### config.mk
export PLATFORM = sky130hd
export DESIGN_NAME = uart_rcv
export DESIGN_NICKNAME = d
export VERILOG_FILES = /design/src/rtl/uart_rcv.sv
export SDC_FILE = /design/constraint.sdc
export NUM_CORES = 1
export LEC_CHECK = 0
export CAP_MARGIN = 10
export CORE_MARGIN = 1
export CORE_UTILIZATION = 61
export DETAILED_ROUTE_END_ITERATION = 16
export PLACE_DENSITY = 0.83
export SLEW_MARGIN = 25
export SYNTH_ARGS = -nofsm -noshare
export SYNTH_HDL_FRONTEND = slang
export SYNTH_SLANG_ARGS = --single-unit
export TNS_END_PERCENT = 20
### constraint.sdc
create_clock -name clk -period 3.6 [get_ports clk]
set_input_delay 0.36 -clock clk [delete_from_list [all_inputs] [get_ports clk]]
set_output_delay 0.36 -clock clk [all_outputs]
set_load 0.02 [all_outputs]
### src/rtl/uart_rcv.sv
// uart_rcv: 8N1 serial receiver. Synchronises RX, detects the start edge,
// samples each bit at its mid-point and presents the byte with sticky
// rdy / frame_err flags that the consumer acknowledges with clr_rdy.
module uart_rcv #(
    parameter int BAUD_CNT = 2604   // clocks per bit period, must be >= 4
) (
    input  logic       clk,
    input  logic       rst_n,
    input  logic       RX,
    input  logic       clr_rdy,
    output logic [7:0] rx_data,
    output logic       rdy,
    output logic       frame_err
);

    typedef enum logic {
        IDLE      = 1'b0,
        RECEIVING = 1'b1
    } state_t;

    // First sample lands mid start bit; later samples are one full period apart.
    localparam logic [11:0] HALF_RELOAD = 12'(BAUD_CNT / 2 - 1);
    localparam logic [11:0] FULL_RELOAD = 12'(BAUD_CNT - 1);

    state_t      state_q, state_d;
    logic        rx_meta_q, rx_s_q;
    logic [11:0] baud_cnt_q, baud_cnt_d;
    logic [3:0]  bit_cnt_q, bit_cnt_d;
    logic [8:0]  shift_reg_q, shift_reg_d;
    logic        shift, start_det, done;
    logic        rdy_q, frame_err_q;
    logic [7:0]  rx_data_q;

    // Two-flop synchroniser for the asynchronous line; presets to idle-high.
    always_ff @(posedge clk or negedge rst_n) begin
        if (!rst_n) begin
            rx_meta_q <= 1'b1;
            rx_s_q    <= 1'b1;
        end else begin
            // NOTE: sequential state uses non-blocking assignments so every flop
            // samples the pre-edge value of its source, whatever the statement order.
            rx_meta_q <= RX;
            rx_s_q    <= rx_meta_q;
        end
    end

    assign shift = (state_q == RECEIVING) && (baud_cnt_q == 12'd0);

    // Next-state logic: start detect, bit timing, glitch reject, completion.
    always_comb begin
        // NOTE: every signal written here gets a default first so no path
        // leaves one unassigned, which would otherwise infer a latch.
        state_d     = state_q;
        baud_cnt_d  = baud_cnt_q;
        bit_cnt_d   = bit_cnt_q;
        shift_reg_d = shift_reg_q;
        start_det   = 1'b0;
        done        = 1'b0;
        case (state_q)
            IDLE: begin
                baud_cnt_d = HALF_RELOAD;
                bit_cnt_d  = 4'd0;
                if (!rx_s_q) begin
                    start_det = 1'b1;
                    state_d   = RECEIVING;
                end
            end
            RECEIVING: begin
                baud_cnt_d = baud_cnt_q - 12'd1;
                if (shift) begin
                    baud_cnt_d  = FULL_RELOAD;
                    bit_cnt_d   = bit_cnt_q + 4'd1;
                    shift_reg_d = {rx_s_q, shift_reg_q[8:1]};
                    if (bit_cnt_q == 4'd0 && rx_s_q) begin
                        // Line was high again at the start-bit mid-point: glitch.
                        state_d = IDLE;
                    end else if (bit_cnt_q == 4'd9) begin
                        // Stop-bit sample: back to IDLE so a following start is seen.
                        state_d = IDLE;
                        done    = 1'b1;
                    end
                end
            end
            default: state_d = IDLE;
        endcase
    end

    // State register.
    always_ff @(posedge clk or negedge rst_n) begin
        if (!rst_n) state_q <= IDLE;
        else        state_q <= state_d;
    end

    // Bit timing counters and the receive shift register.
    always_ff @(posedge clk or negedge rst_n) begin
        if (!rst_n) begin
            baud_cnt_q  <= HALF_RELOAD;
            bit_cnt_q   <= 4'd0;
            shift_reg_q <= 9'h1FF;
        end else begin
            baud_cnt_q  <= baud_cnt_d;
            bit_cnt_q   <= bit_cnt_d;
            shift_reg_q <= shift_reg_d;
        end
    end

    // Output byte and sticky flags: completion wins over clr_rdy / start detect.
    always_ff @(posedge clk or negedge rst_n) begin
        if (!rst_n) begin
            rx_data_q   <= 8'h00;
            rdy_q       <= 1'b0;
            frame_err_q <= 1'b0;
        end else if (done) begin
            rx_data_q   <= shift_reg_d[7:0];
            rdy_q       <= 1'b1;
            frame_err_q <= ~rx_s_q;
        end else if (clr_rdy || start_det) begin
            rdy_q       <= 1'b0;
            frame_err_q <= 1'b0;
        end
    end

    assign rx_data   = rx_data_q;
    assign rdy       = rdy_q;
    assign frame_err = frame_err_q;

endmodule

### Yosys cells after proc, flatten, opt, wreduce, memory -nomap -nowiden

Cells that the tools add are included.

* register bits: 38
* latch bits: 0
* memories kept: 0
* word-level logic and storage cells: 42
* RAM bits: 0
* memory bits (read-only): 0

* multiply operators: 0
* multiplexer cells: 19
* reductions and logical operators: 7
* div/mod/pow operators: 0
* $lt $le $gt $ge: 0
* $add $sub $neg: 2
* equal/unequal tests: 2
* shift-type cells: 0
* bitwise logic cells: 2

Operators by type and width (number)
* 12-bit case mux with 2 select lines: 1
* 8-bit two-way mux: 2
* 12-bit logical NOT: 1
* 1-bit two-way mux: 12
* 12-bit two-way mux: 1
* 12-bit by 1-bit subtractor with 12-bit output (second input constant): 1
* 4-bit case mux with 2 select lines: 1
* 4-bit by 1-bit adder with 4-bit output (second input constant): 1
* 4-bit == test (second input constant): 1
* 4-bit logical NOT: 1
* 4-bit two-way mux: 1
* 1-bit logical AND: 2
* 2-bit by 1-bit inequality test with 1-bit output (second input constant): 1
* 1-bit inverter: 2
* 1-bit case mux with 2 select lines: 1
* 2-bit AND reduction: 1
* 2-bit nonzero test: 1
* 1-bit logical OR: 1

### Depth between registers and ports, before layout

Gate-level depths: netlist (run 1).

* depth after elaboration: 6
* gate-level depth with buffers: 7
* mapped depth without buffers: 6

### Least setup slack after synthesis (run 1)

Ideal clock, no wire load.

* path kind: flip-flop to flip-flop
* start point: register baud_cnt_q[1]
* end point: register rx_data_q[0] (netlist: rx_data[0])
* path buffers: 0
* cell stages (with the launch flop): 7
* arrival time: 1.864 ns
* slack: 1.611 ns
* period minus slack after synthesis: 1.989 ns
* setup time: 0.125 ns
* cell sequence: dfrtp_1 -> inv_1 -> ha_1 -> nor3b_2 -> nand4_4 -> nor3_4 -> mux2_2

* cells in the longest elaborated chain, start to end: 4
* elaborated cells on any way between the ends: 6
* classes of those cells: mux (4); reduce/logical (2)

RTL lines
* from (decl): line 27 `logic [11:0] baud_cnt_q, baud_cnt_d;`
* from (signal assigned): line 101 `baud_cnt_q <= baud_cnt_d;`
* 12-bit logical NOT (*): line 47 `assign shift = (state_q == RECEIVING) && (baud_cnt_q == 12'd0);`
* 1-bit logical AND (*): line 47
* 8-bit two-way mux or 1-bit two-way mux (tied branches): line 70 `if (shift) begin`
* 8-bit two-way mux or 1-bit two-way mux (tied branches): line 59 `case (state_q)`
* to (signal assigned): line 114 `rx_data_q <= shift_reg_d[7:0];`
* to (decl): line 32 `logic [7:0] rx_data_q;`

Mark *: on every way between the ends. The rest lies on a longest branch, timed or not.
A chain may end at the register's enable or synchronous reset.

### Worst setup path in the final report (run 1)

* start point: register baud_cnt_q[1]
* end point: register rx_data_q[2] (netlist: rx_data[2])

Same word-level chain as after synthesis.

==> results of run 1 <==
flip-flops by register name, summed over array words and instances (netlist names):
register,count
rx_s_q,1
frame_err,1
rx_data,8
baud_cnt_q,12
bit_cnt_q,4
state_q,1
shift_reg_q,8
rx_meta_q,1
rdy,1
routing by layer:
| layer | vias up | routed length (um) |
|---|---|---|
| li1 | 553 | - |
| met1 | 577 | 1430 |
| met2 | 28 | 1560 |
| met3 | 6 | 143 |
| met4 | 0 | 38 |
| met5 | - | 0 |
final cells by class:
type                    count  share of cell area, %
inverters                   8                   1.55
repair buffers             14                   7.09
flip-flops and latches     37                   48.6
clock inverters             1                  0.387
well taps                  30                   1.93
clock buffers               7                   2.84
multi-input cells          95                   37.6
cell families (layout without fill, tap and decap cells):
logic type | after synthesis | after routing | share of synthesized area, %
AOI/OAI and AO/OA | 28 | 28 | 9.84
xor gates and xnor gates | 4 | 4 | 2.04
adders and majority gates | 5 | 5 | 3.64
buffers and inverters | 11 | 30 | 2.48
DFF | 37 | 37 | 55.0
muxes | 18 | 18 | 11.7
and+or+nand+nor | 40 | 40 | 15.3
cell usage in the layout (no fill, tap or decap), types with 2 or more instances in the layout:
master           instances
nand2_1                  8
clkdlybuf4s50_1         13
nor3_1                   2
mux2_1                   2
a21o_1                   2
inv_1                    8
nand3_1                  5
xnor2_1                  3
ha_1                     5
mux2_2                  14
clkbuf_4                 5
mux2i_1                  2
dfrtp_1                 22
or3_1                    6
dfstp_2                 15
a21oi_1                 11
nor3_4                   3
o21ai_0                  8
nor2_1                   8
stage by stage:
stage | hold slack, ns | instance area, sq um | util (%) | instances | setup WS, ns
final | 0.365 | 1940 | 75.6 | 192 | 1.28
after global routing | 0.369 | 1940 | 75.6 | 192 | 1.12
after CTS | 0.367 | 1940 | 75.6 | 192 | 1.29
after detailed placement | 0.351 | 1880 | 73.2 | 184 | 1.31
after global placement | 0.350 | 1880 | 73.2 | 184 | 1.45
after floorplan | 0.0644 | 1720 | - | 143 | 1.61
power breakdown:
group / switching, uW / internal (uW)
Clock: 133 / 95.6
Sequential: 0.977 / 418
Combinational: 8.69 / 4.23
worst max-delay path, delay by kind of cell (launching register included):
kind | cells | cell delay [ns]
DFF | 1 | 0.43
and+or+nand+nor | 3 | 1.11
adders and majority gates | 1 | 0.18
muxes | 1 | 0.40
buffers and inverters | 1 | 0.10
worst max-delay path by stage:
stage                  start    endpoint  slack, ns  depth (start not counted)
5_1_grt        baud_cnt_q[1]  rx_data[1]       1.12                          6
6_report       baud_cnt_q[1]  rx_data[2]       1.28                          6
2_1_floorplan  baud_cnt_q[1]  rx_data[0]       1.61                          6
4_1_cts        baud_cnt_q[1]  rx_data[1]       1.29                          6
3_3_place_gp   baud_cnt_q[1]  rx_data[2]       1.45                          6
3_5_place_dp   baud_cnt_q[1]  rx_data[1]       1.31                          6
==> flow_metrics.py, run 1 <==
metrics = {
    "clock_network": {
        "post_cts_buffers": 0,
        "number_of_levels_the_h_tree_was_split_into": 2,
        "cts_repair_resize_count": 0,
        "cts.sinks": 37,
        "clk-insertion-delay-late_ns": 0.34,
        "count_of_hold_buffers_inserted_by_post_cts_repair": 0,
        "cts_max_path_buffers": 2,
        "cts_made_buffers": 5,
        "root_buffer": "clkbuf_4",
        "clkTransAtPathRegs_ns": 0.11,
        "cts_tree": "built",
    },
    "route": {
        "detailroute.via_count": 1164,
        "postRouteAntennaNets": 0,
        "detail_route.wirelength_um": 3160,
        "drc": 0,
        "viasPerCell": 6.06,
        "initialDrtViolationCount": 36,
        "routed_length_per_placed_instance_um": 16.5,
        "detailedRoute.firstPassIterationCount": 4,
    },
    "logic_synthesis": {
        "synth_largest_area_cell": "dfrtp_1",
        "top_flip_flop_cell_by_instance_count_after_synthesis": "dfrtp_1",
        "post_synth_inst_count": 143,
        "syn_avg_cell_area_sq_um": 12.0,
        "synth.ff_latch_count": 37,
        "synth.top_cell.area_share_pct": 32.1,
        "seq_area_frac_synth_pct": 55.0,
        "synth.most_common_cell": "dfrtp_1",
        "post_synth_num_cell_types": 35,
        "synth.area.top_cells": "dfrtp_1 32%, dfstp_2 23%, mux2_2 9.2%",
        "ys_async_sr_fraction_pct": 100,
        "synth.yosys.warnings": 0,
        "edff_count_synth": 0,
        "netlist_area_sq_um": 1720,
        "postSynthNetCount": 152,
        "synth_common_cells": "22 x dfrtp_1, 15 x dfstp_2, 14 x mux2_2, 11 x a21oi_1",
    },
    "placed_design": {
        "dp.final_hpwl_um": 2150,
        "gpl.final_weighted_congestion": 0.792,
        "io_buffer_count": 13,
    },
    "global_routing": {
        "grt_util_met2_pct": 41.6,
        "grt.met3_usage_pct": 9.02,
        "initial_antenna_violation_count": 0,
        "global_route.usage.total_pct": 25.8,
        "grt_max_degree": 38,
        "first_global_vias": 1185,
        "grt_most_used_layer": "met2",
        "grt_first_pass_wirelength_um": 5240,
        "grt_util_met1_pct": 32.0,
        "globalRoute.totalOverflow": 0,
    },
    "layout": {
        "drive_gt1_share_pct": 26.5,
        "area.growth.synth_to_final_pct": 13.1,
        "multi_input_area_sq_um": 729,
        "nFillCells": 176,
        "finalNetCount": 170,
        "register_area_sq_um": 945,
        "antennaDiodeCount": 0,
    },
    "setup_path": {
        "crit_path_max_fanout": 10,
        "worst_r2r_path_depth": 6,
        "timing.critical_path.required_ns": 3.83,
        "cp_cell_instances": "inv_1, ha_1, nor3b_2, nand4_4, nor3_4, mux2_2",
        "cp_data_arrival_time_ns": 2.55,
        "critical-path-slowest-cell": "nor3_4",
        "crit_path_start_kind": "flip-flop",
        "reg2reg_to": "rx_data[2]",
        "setup.worst_path.class": "flip-flop to flip-flop",
        "timing.rr.start": "baud_cnt_q[1]",
        "timing.reg2reg.setup_slack_ns": 1.28,
        "critPathCaptureType": "flip-flop",
        "max_stage_delay_ns": 0.51,
    },
    "status": {
        "status": "finished, final reports clean",
    },
    "sta": {
        "report.final.slew_viol_count": 0,
        "setup_tns_final_ns": 0,
        "fin_crit_sh_pct": 64.5,
        "max_slew_margin_pct": 66.0,
        "worst_pin_slew_ns": 0.508,
        "layout_min_cycle_time_ns": 2.32,
        "skew_ns": 0.00350,
        "max_freq_mhz": 431,
        "unrepaired_setup_endpoints_after_global_routing": "no",
        "setup_viol_count_final": 0,
        "final-hold-violation-count": 0,
    },
    "flow_run": {
        "cap_violations": 0,
    },
    "power": {
        "irDropWorstVdd_mv": 0.368,
        "power_density_nw_per_um2": 340,
        "static-leakage-power_uw": 0.000830,
        "total_power_uw": 661,
    },
    "min_path": {
        "worstHoldStart": "rx_meta_q",
        "number_of_instances_on_the_worst_hold_path": 0,
        "hold-path-endpoint": "rx_s_q",
        "timing.hold.worst.class": "flip-flop to flip-flop",
    },
    "die": {
        "dieArea_sq_um": 3030,
        "top_level_ports": 14,
        "start_util_pct": 66.9,
        "core.rowCount": 18,
        "die_h_um": 55.1,
        "die_w_um": 55.1,
        "floorplan.core_area_sq_um": 2570,
    },
}
No activity file was read; power rests on OpenSTA's default activity.
==> run 2: changes to the inputs <==
--- a/config.mk
+++ b/config.mk
@@ -7,9 +7,9 @@
 export LEC_CHECK = 0
 export CAP_MARGIN = 10
 export CORE_MARGIN = 1
-export CORE_UTILIZATION = 61
+export CORE_UTILIZATION = 51
 export DETAILED_ROUTE_END_ITERATION = 16
-export PLACE_DENSITY = 0.83
+export PLACE_DENSITY = 0.74
 export SLEW_MARGIN = 25
 export SYNTH_ARGS = -nofsm -noshare
 export SYNTH_HDL_FRONTEND = slang
==> constraint.sdc (replaced) <==
create_clock -name clk -period 2.01 [get_ports clk]
set_input_delay 0.201 -clock clk [delete_from_list [all_inputs] [get_ports clk]]
set_output_delay 0.201 -clock clk [all_outputs]
set_load 0.02 [all_outputs]
==> flow_metrics.py, run 2 (synthesis results as in run 1) <==
metrics = {
    "status": {
        "status": "finished, final reports clean",
    },
    "global_routing": {
        "grt_first_pass_wirelength_um": 5500,
        "initial_antenna_violation_count": 0,
        "global_route.usage.total_pct": 21.4,
        "first_global_vias": 1200,
        "grt_max_degree": 38,
        "globalRoute.totalOverflow": 0,
    },
    "die": {
        "core.rowCount": 20,
        "top_level_ports": 14,
        "die_h_um": 60.0,
        "die_w_um": 60.0,
        "dieArea_sq_um": 3600,
        "floorplan.core_area_sq_um": 3130,
        "start_util_pct": 54.9,
    },
    "clock_network": {
        "cts_tree": "built",
        "number_of_levels_the_h_tree_was_split_into": 2,
        "cts.sinks": 37,
        "post_cts_buffers": 0,
        "clkTransAtPathRegs_ns": 0.11,
        "cts_max_path_buffers": 2,
        "root_buffer": "clkbuf_4",
        "clk-insertion-delay-late_ns": 0.35,
        "cts_made_buffers": 5,
    },
    "setup_path": {
        "timing.critical_path.required_ns": 2.30,
        "setup.worst_path.class": "flip-flop to flip-flop",
        "cp_data_arrival_time_ns": 2.18,
        "critPathCaptureType": "flip-flop",
        "worst_r2r_path_depth": 6,
        "crit_path_start_kind": "flip-flop",
        "crit_path_max_fanout": 8,
    },
    "route": {
        "routed_length_per_placed_instance_um": 14.2,
        "drc": 0,
        "detail_route.wirelength_um": 2990,
        "detailroute.via_count": 1180,
        "viasPerCell": 5.59,
        "detailedRoute.firstPassIterationCount": 4,
        "initialDrtViolationCount": 34,
        "postRouteAntennaNets": 0,
    },
    "min_path": {
        "number_of_instances_on_the_worst_hold_path": 1,
        "timing.hold.worst.class": "input pin to flip-flop",
    },
    "sta": {
        "setup_viol_count_final": 0,
        "skew_ns": 0.00789,
        "worst_pin_slew_ns": 0.449,
        "report.final.slew_viol_count": 0,
        "setup_tns_final_ns": 0,
        "layout_min_cycle_time_ns": 1.89,
        "fin_ws_ns": 0.122,
        "unrepaired_setup_endpoints_after_global_routing": "no",
        "max_slew_margin_pct": 70.1,
        "final-hold-violation-count": 0,
        "fin_crit_sh_pct": 93.9,
        "max_freq_mhz": 530,
    },
    "layout": {
        "largest_register_ffs": 12,
        "drive_gt1_share_pct": 28.7,
        "commonest_cells_after_routing_fill_and_taps_aside": "22 x dfrtp_1, 15 x dfstp_2, 14 x mux2_2",
        "finalNetCount": 175,
        "nFillCells": 237,
        "stdcell_count": 211,
        "max_flop_register": "baud_cnt_q",
        "mostFrequentLayoutCell": "dfrtp_1",
        "area.growth.synth_to_final_pct": 18.7,
        "antennaDiodeCount": 0,
    },
    "power": {
        "irDropWorstVdd_mv": 0.464,
        "static-leakage-power_uw": 0.000872,
        "pwr-share-comb_pct": 1.7,
        "fraction_of_power_consumed_by_the_clock_network_pct": 41.2,
        "switch_share_pct": 19.9,
        "power_density_nw_per_um2": 646,
        "internal-power_uw": 1050,
        "seq_power_share_pct": 57.1,
        "p_sw_uw": 262,
    },
    "placed_design": {
        "gpl.final_weighted_congestion": 0.855,
        "pre_cts_ws_ns": 0.0418,
        "placed_cells": 203,
        "io_buffer_count": 13,
        "dp.final_hpwl_um": 2100,
    },
    "flow_run": {
        "cap_violations": 0,
    },
}
run 2: timing repair:
item                                    in CTS  in global routing
hold buffers                                 0                  0
gates resized for setup                      0                  1
endpoints found under the setup margin       0                  9
run 2: worst paths after layout:
| check | from | end | slack (ns) |
|---|---|---|---|
| max | baud_cnt_q[0] | shift_reg_q[8] | 0.12 |
| min | RX | rx_meta_q | 0.24 |
| max reg2reg | baud_cnt_q[0] | shift_reg_q[8] | 0.12 |
| min reg2reg | rx_meta_q | rx_s_q | 0.36 |
| max in group asynchronous | rst_n | baud_cnt_q[0] | 1.40 |
| min in group asynchronous | rst_n | baud_cnt_q[9] | 0.25 |
run 2: final cells by class:
| cell class | count | area, sq um | area share, % |
|---|---|---|---|
| clock buffers | 7 | 55.1 | 2.70 |
| flip-flops and latches | 37 | 945 | 46.3 |
| clock inverters | 1 | 30.0 | 1.47 |
| repair buffers | 19 | 188 | 9.21 |
| inverters | 8 | 30.0 | 1.47 |
| multi-input cells | 95 | 736 | 36.1 |
| well taps | 44 | 55.1 | 2.70 |
run 2: power by group through the flow:
stage | registers [uW] | clock network [uW] | logic [uW]
2_1_floorplan | 764 | 0 | 2.29
3_3_place_gp | 764 | 0 | 23.6
3_5_place_dp | 764 | 0 | 24.4
4_1_cts | 751 | 553 | 24.5
5_1_grt | 752 | 586 | 27.3
6_report | 751 | 542 | 22.8
run 2: worst max-delay path, cell delays in order (launching register included):
cell and delay, ns:
dfstp_2 0.58, inv_1 0.07, ha_1 0.22, nor3b_4 0.18
and4_1 0.22, nand2_2 0.19, mux2_2 0.36
run 2: per-layer routing:
metal,global-route usage (%),share of wire (%)
met5,0,0
met1,27.2,47
met3,4.76,3.0
met2,32.7,47
met4,14.0,2.8
run 2: per-stage QoR:
step                      cell area (sq um)  utilization [%]  hold slack (ns)  power, uW
final                                  2040             65.2            0.245       1320
after global routing                   2040             65.2            0.233       1370
after CTS                              2030             65.0            0.235       1330
after detailed placement               1950             62.2            0.349        789
after global placement                 1950             62.2            0.347        788
after floorplan                        1720                -          -0.0946        766
==> run 3: changes to the inputs <==
--- a/config.mk
+++ b/config.mk
@@ -10,6 +10,7 @@
 export CORE_UTILIZATION = 51
 export DETAILED_ROUTE_END_ITERATION = 16
 export PLACE_DENSITY = 0.74
+export RECOVER_POWER = 50
 export SLEW_MARGIN = 25
 export SYNTH_ARGS = -nofsm -noshare
 export SYNTH_HDL_FRONTEND = slang
==> flow_metrics.py, run 3 (synthesis results as in run 1) <==
metrics = {
    "setup_path": {
        "setup.worst_path.class": "flip-flop to flip-flop",
        "timing.critical_path.required_ns": 2.30,
        "cp_cell_instances": "inv_1, ha_1, nor3b_4, and4_1, nand2_2, mux2_2",
        "critPathCaptureType": "flip-flop",
        "cp_data_arrival_time_ns": 2.17,
        "crit_path_max_fanout": 8,
        "critical-path-slowest-cell": "dfstp_2",
        "max_stage_delay_ns": 0.58,
        "crit_path_start_kind": "flip-flop",
    },
    "die": {
        "dieArea_sq_um": 3600,
        "die_w_um": 60.0,
        "floorplan.core_area_sq_um": 3130,
        "die_h_um": 60.0,
        "top_level_ports": 14,
        "start_util_pct": 54.9,
        "core.rowCount": 20,
    },
    "route": {
        "routed_length_per_placed_instance_um": 14.2,
        "detailedRoute.firstPassIterationCount": 4,
        "detail_route.wirelength_um": 3000,
        "postRouteAntennaNets": 0,
        "initialDrtViolationCount": 34,
        "drc": 0,
        "detailroute.via_count": 1177,
        "viasPerCell": 5.58,
    },
    "min_path": {
        "timing.hold.worst.class": "flip-flop to flip-flop",
    },
    "clock_network": {
        "number_of_levels_the_h_tree_was_split_into": 2,
        "cts_max_path_buffers": 2,
        "clk-insertion-delay-late_ns": 0.35,
        "clkTransAtPathRegs_ns": 0.11,
        "cts_made_buffers": 5,
        "root_buffer": "clkbuf_4",
        "count_of_hold_buffers_inserted_by_post_cts_repair": 0,
        "cts.sinks": 37,
        "post_cts_buffers": 0,
        "cts_tree": "built",
        "cts_repair_resize_count": 0,
    },
    "sta": {
        "fin_crit_sh_pct": 93.6,
        "report.final.slew_viol_count": 0,
        "final-hold-violation-count": 0,
        "max_freq_mhz": 531,
        "max_slew_margin_pct": 42.0,
        "layout_min_cycle_time_ns": 1.88,
        "setup_tns_final_ns": 0,
        "unrepaired_setup_endpoints_after_global_routing": "no",
        "fin_ws_ns": 0.128,
        "setup_viol_count_final": 0,
        "worst_pin_slew_ns": 0.870,
        "skew_ns": 0.00799,
    },
    "power": {
        "irDropWorstVdd_mv": 0.464,
        "total_power_uw": 1310,
        "power_density_nw_per_um2": 648,
        "static-leakage-power_uw": 0.000872,
    },
    "layout": {
        "antennaDiodeCount": 0,
        "area.growth.synth_to_final_pct": 18.2,
        "drive_gt1_share_pct": 28.7,
        "commonest_cells_after_routing_fill_and_taps_aside": "22 x dfrtp_1, 15 x dfstp_2, 14 x mux2_2",
        "largest_register_ffs": 12,
        "final_standard_cell_area_without_fillers_sq_um": 2030,
        "max_flop_register": "baud_cnt_q",
        "mostFrequentLayoutCell": "dfrtp_1",
        "finalNetCount": 175,
    },
    "placed_design": {
        "dp.final_hpwl_um": 2100,
        "pre_cts_ws_ns": 0.0418,
        "io_buffer_count": 13,
        "gpl.final_weighted_congestion": 0.855,
        "placedInstanceArea_sq_um": 1950,
    },
    "global_routing": {
        "grt_max_degree": 38,
        "globalRoute.totalOverflow": 0,
        "first_global_vias": 1200,
        "initial_antenna_violation_count": 0,
        "grt_first_pass_wirelength_um": 5500,
        "global_route.usage.total_pct": 21.4,
    },
    "status": {
        "status": "finished, final reports clean",
    },
    "flow_run": {
        "cap_violations": 0,
    },
}
-- run 3: changes by cell type in the layout (fill, tap and decap cells not counted) --
cell             delta
buf_4               -1
clkbuf_2            +1
clkdlybuf4s50_1     -2
dlygate4sd3_1       +2
nor3_2              +1
nor3_4              -1
-- run 3: path summary, 6_finish.rpt --
kind	start	end	slack, ns	cells past startpoint
min	rx_meta_q	rx_s_q	0.36	0
max reg2reg	baud_cnt_q[0]	shift_reg_q[8]	0.13	6
max	baud_cnt_q[0]	shift_reg_q[8]	0.13	6
min reg2reg	rx_meta_q	rx_s_q	0.36	0
min in group asynchronous	rst_n	baud_cnt_q[9]	0.48	2
max in group asynchronous	rst_n	baud_cnt_q[11]	0.98	2
-- run 3: area by class of cell --
type,count,area (sq um)
Timing Repair Buffer,19,185
Inverter,8,30.0
Clock buffer,7,55.1
Clock inverter,1,30.0
Multi-Input combinational cell,95,729
Fill cell,238,1100
Sequential cell,37,945
Tap cell,44,55.1
-- run 3: worst max-delay path: cells and delay by family, from the launching register on --
family	cells	cell delay (ns)
simple gates	3	0.59
mux	1	0.36
flops	1	0.58
buf+inv	1	0.06
fa+ha+maj	1	0.22
-- run 3: metal layers --
metal | up-vias | global-route usage (%) | wire length, um
met4 | 0 | 14.0 | 83
met3 | 8 | 4.76 | 104
met1 | 593 | 27.2 | 1390
met5 | - | 0 | 0
met2 | 23 | 32.7 | 1420
li1 | 553 | - | -
-- run 3: through the flow --
stage          std cells  util [%]  hold WS, ns
2_1_floorplan        143         -      -0.0946
3_3_place_gp         203      62.2        0.347
3_5_place_dp         203      62.2        0.349
4_1_cts              211      65.0        0.235
5_1_grt              211      64.9        0.367
6_report             211      64.9        0.364
-- run 3: power breakdown --
group | internal, uW | total, uW | switching (uW)
clock network | 297 | 542 | 245
logic | 6.13 | 21.4 | 15.2
registers | 749 | 751 | 1.79
==> patch (config.mk and constraints of run 2) <==
Reset style: synchronous (`rst_n`), changed in 4 clocked blocks. Comments in the files are not updated.
--- a/src/rtl/uart_rcv.sv
+++ b/src/rtl/uart_rcv.sv
@@ -34,3 +34,3 @@
     // Two-flop synchroniser for the asynchronous line; presets to idle-high.
-    always_ff @(posedge clk or negedge rst_n) begin
+    always_ff @(posedge clk) begin
         if (!rst_n) begin
@@ -88,3 +88,3 @@
     // State register.
-    always_ff @(posedge clk or negedge rst_n) begin
+    always_ff @(posedge clk) begin
         if (!rst_n) state_q <= IDLE;
@@ -94,3 +94,3 @@
     // Bit timing counters and the receive shift register.
-    always_ff @(posedge clk or negedge rst_n) begin
+    always_ff @(posedge clk) begin
         if (!rst_n) begin
@@ -107,3 +107,3 @@
     // Output byte and sticky flags: completion wins over clr_rdy / start detect.
-    always_ff @(posedge clk or negedge rst_n) begin
+    always_ff @(posedge clk) begin
         if (!rst_n) begin
Check against the original RTL: no difference found for any inputs over 10 cycles, from zero or initial values and one cycle with rst_n low; that may be too few to reach the edited logic, so the function may still have changed.
==> patch against run 2 <==
The flow now finishes with violations (design-rule violations). Worst setup slack gained 0.039 ns. Count of clock-buffer cells in the layout shrank 2. Sequential cell count is the same. Final cell count grew 3.3%. Synthesized area shrank 7.9%. Cell area shrank 10%. Power shrank 3.8%. Worst hold slack gained 0.17 ns. Routed wire length grew 4.4%. Largest cell class is now multi-input combinational cells.
==> patch: results (changes against run 2) <==
- Worst setup path startpoint: baud_cnt_q[0]
- Skew final: 0.0136 ns (+0.00570 ns)
- Met2 wire length: 1440 µm (+1.8%)
- Sequential power: 0.000739 W (-2%)
- Synth Area in Adders: 3.17% (-0.48 points)
- Yosys cell types: 39 (+11%)
- Post-synthesis xor/xnor area fraction: 3.33% (+1.3 points)
- Wire per inst: 14.3 µm (+1.1%)
- Pre-antenna DRT Iters: 10 (+6)
- Reg2reg start: baud_cnt_q[0]
- Crit-path slowest cell: or4_1
- Met2 usage: 31.9% (-0.80 points)
- Hold path cells: 2 (+1)
- GRT Resource Usage Total: 21.0% (-0.36 points)
- Slew HR: 71.6% (+1.5 points)
- Outcome: finished with violations
- Share of power burned in combinational logic: 2.6% (+0.9 points)
- Fill count: 251 (+5.9%)
- Reg-to-reg slack, setup: 0.16 ns (+0.04 ns)
- Met3 GRT Util: 6.92% (+2.2 points)
- Leakage: 0.731 nW (-16%)
- Placed Area: 1760 µm² (-9.8%)
- # DRC: 1 (+1)
- Met1 Wirelength: 1490 µm (+6.6%)
- Reg2reg end: bit_cnt_q[3]
- Arrival time of the worst setup path: 2.14 ns (-0.04 ns)
- Failing checks: design-rule violations
- Sw frac: 20.5% (+0.60 points)
- Post-synth top cells: dfxtp_1, nand2_1, nand3_1, nor2_1, mux2i_1
- Compound-cell area share of the yosys netlist: 8.71% (-1.1 points)
patch: changes by cell type after synthesis, moves of 7 or more:
cell / run 2 / this run
dfxtp_1: 0 / 37
nand2_1: 8 / 18
dfrtp_1: 22 / 0
mux2_2: 14 / 0
mux2i_1: 2 / 9
dfstp_2: 15 / 0
nor2b_1: 0 / 8
nand3_1: 5 / 16
patch: layout make-up:
| cell class | count | area, µm² | area share (%) |
|---|---|---|---|
| multi-input combinational | 118 | 774 | 42.4 |
| sequential | 37 | 741 | 40.5 |
| timing repair buffer | 20 | 183 | 9.99 |
| tap | 31 | 38.8 | 2.12 |
| clock buffer | 5 | 37.5 | 2.05 |
| clock inverter | 2 | 35.0 | 1.92 |
| inverter | 5 | 18.8 | 1.03 |
patch: through the flow:
stage / instances / setup slack (ns)
after detailed placement: 211 / 0.202
final: 218 / 0.161
after global placement: 211 / 0.266
after CTS: 218 / 0.177
after global routing: 218 / 0.0709
after floorplan: 169 / 0.325
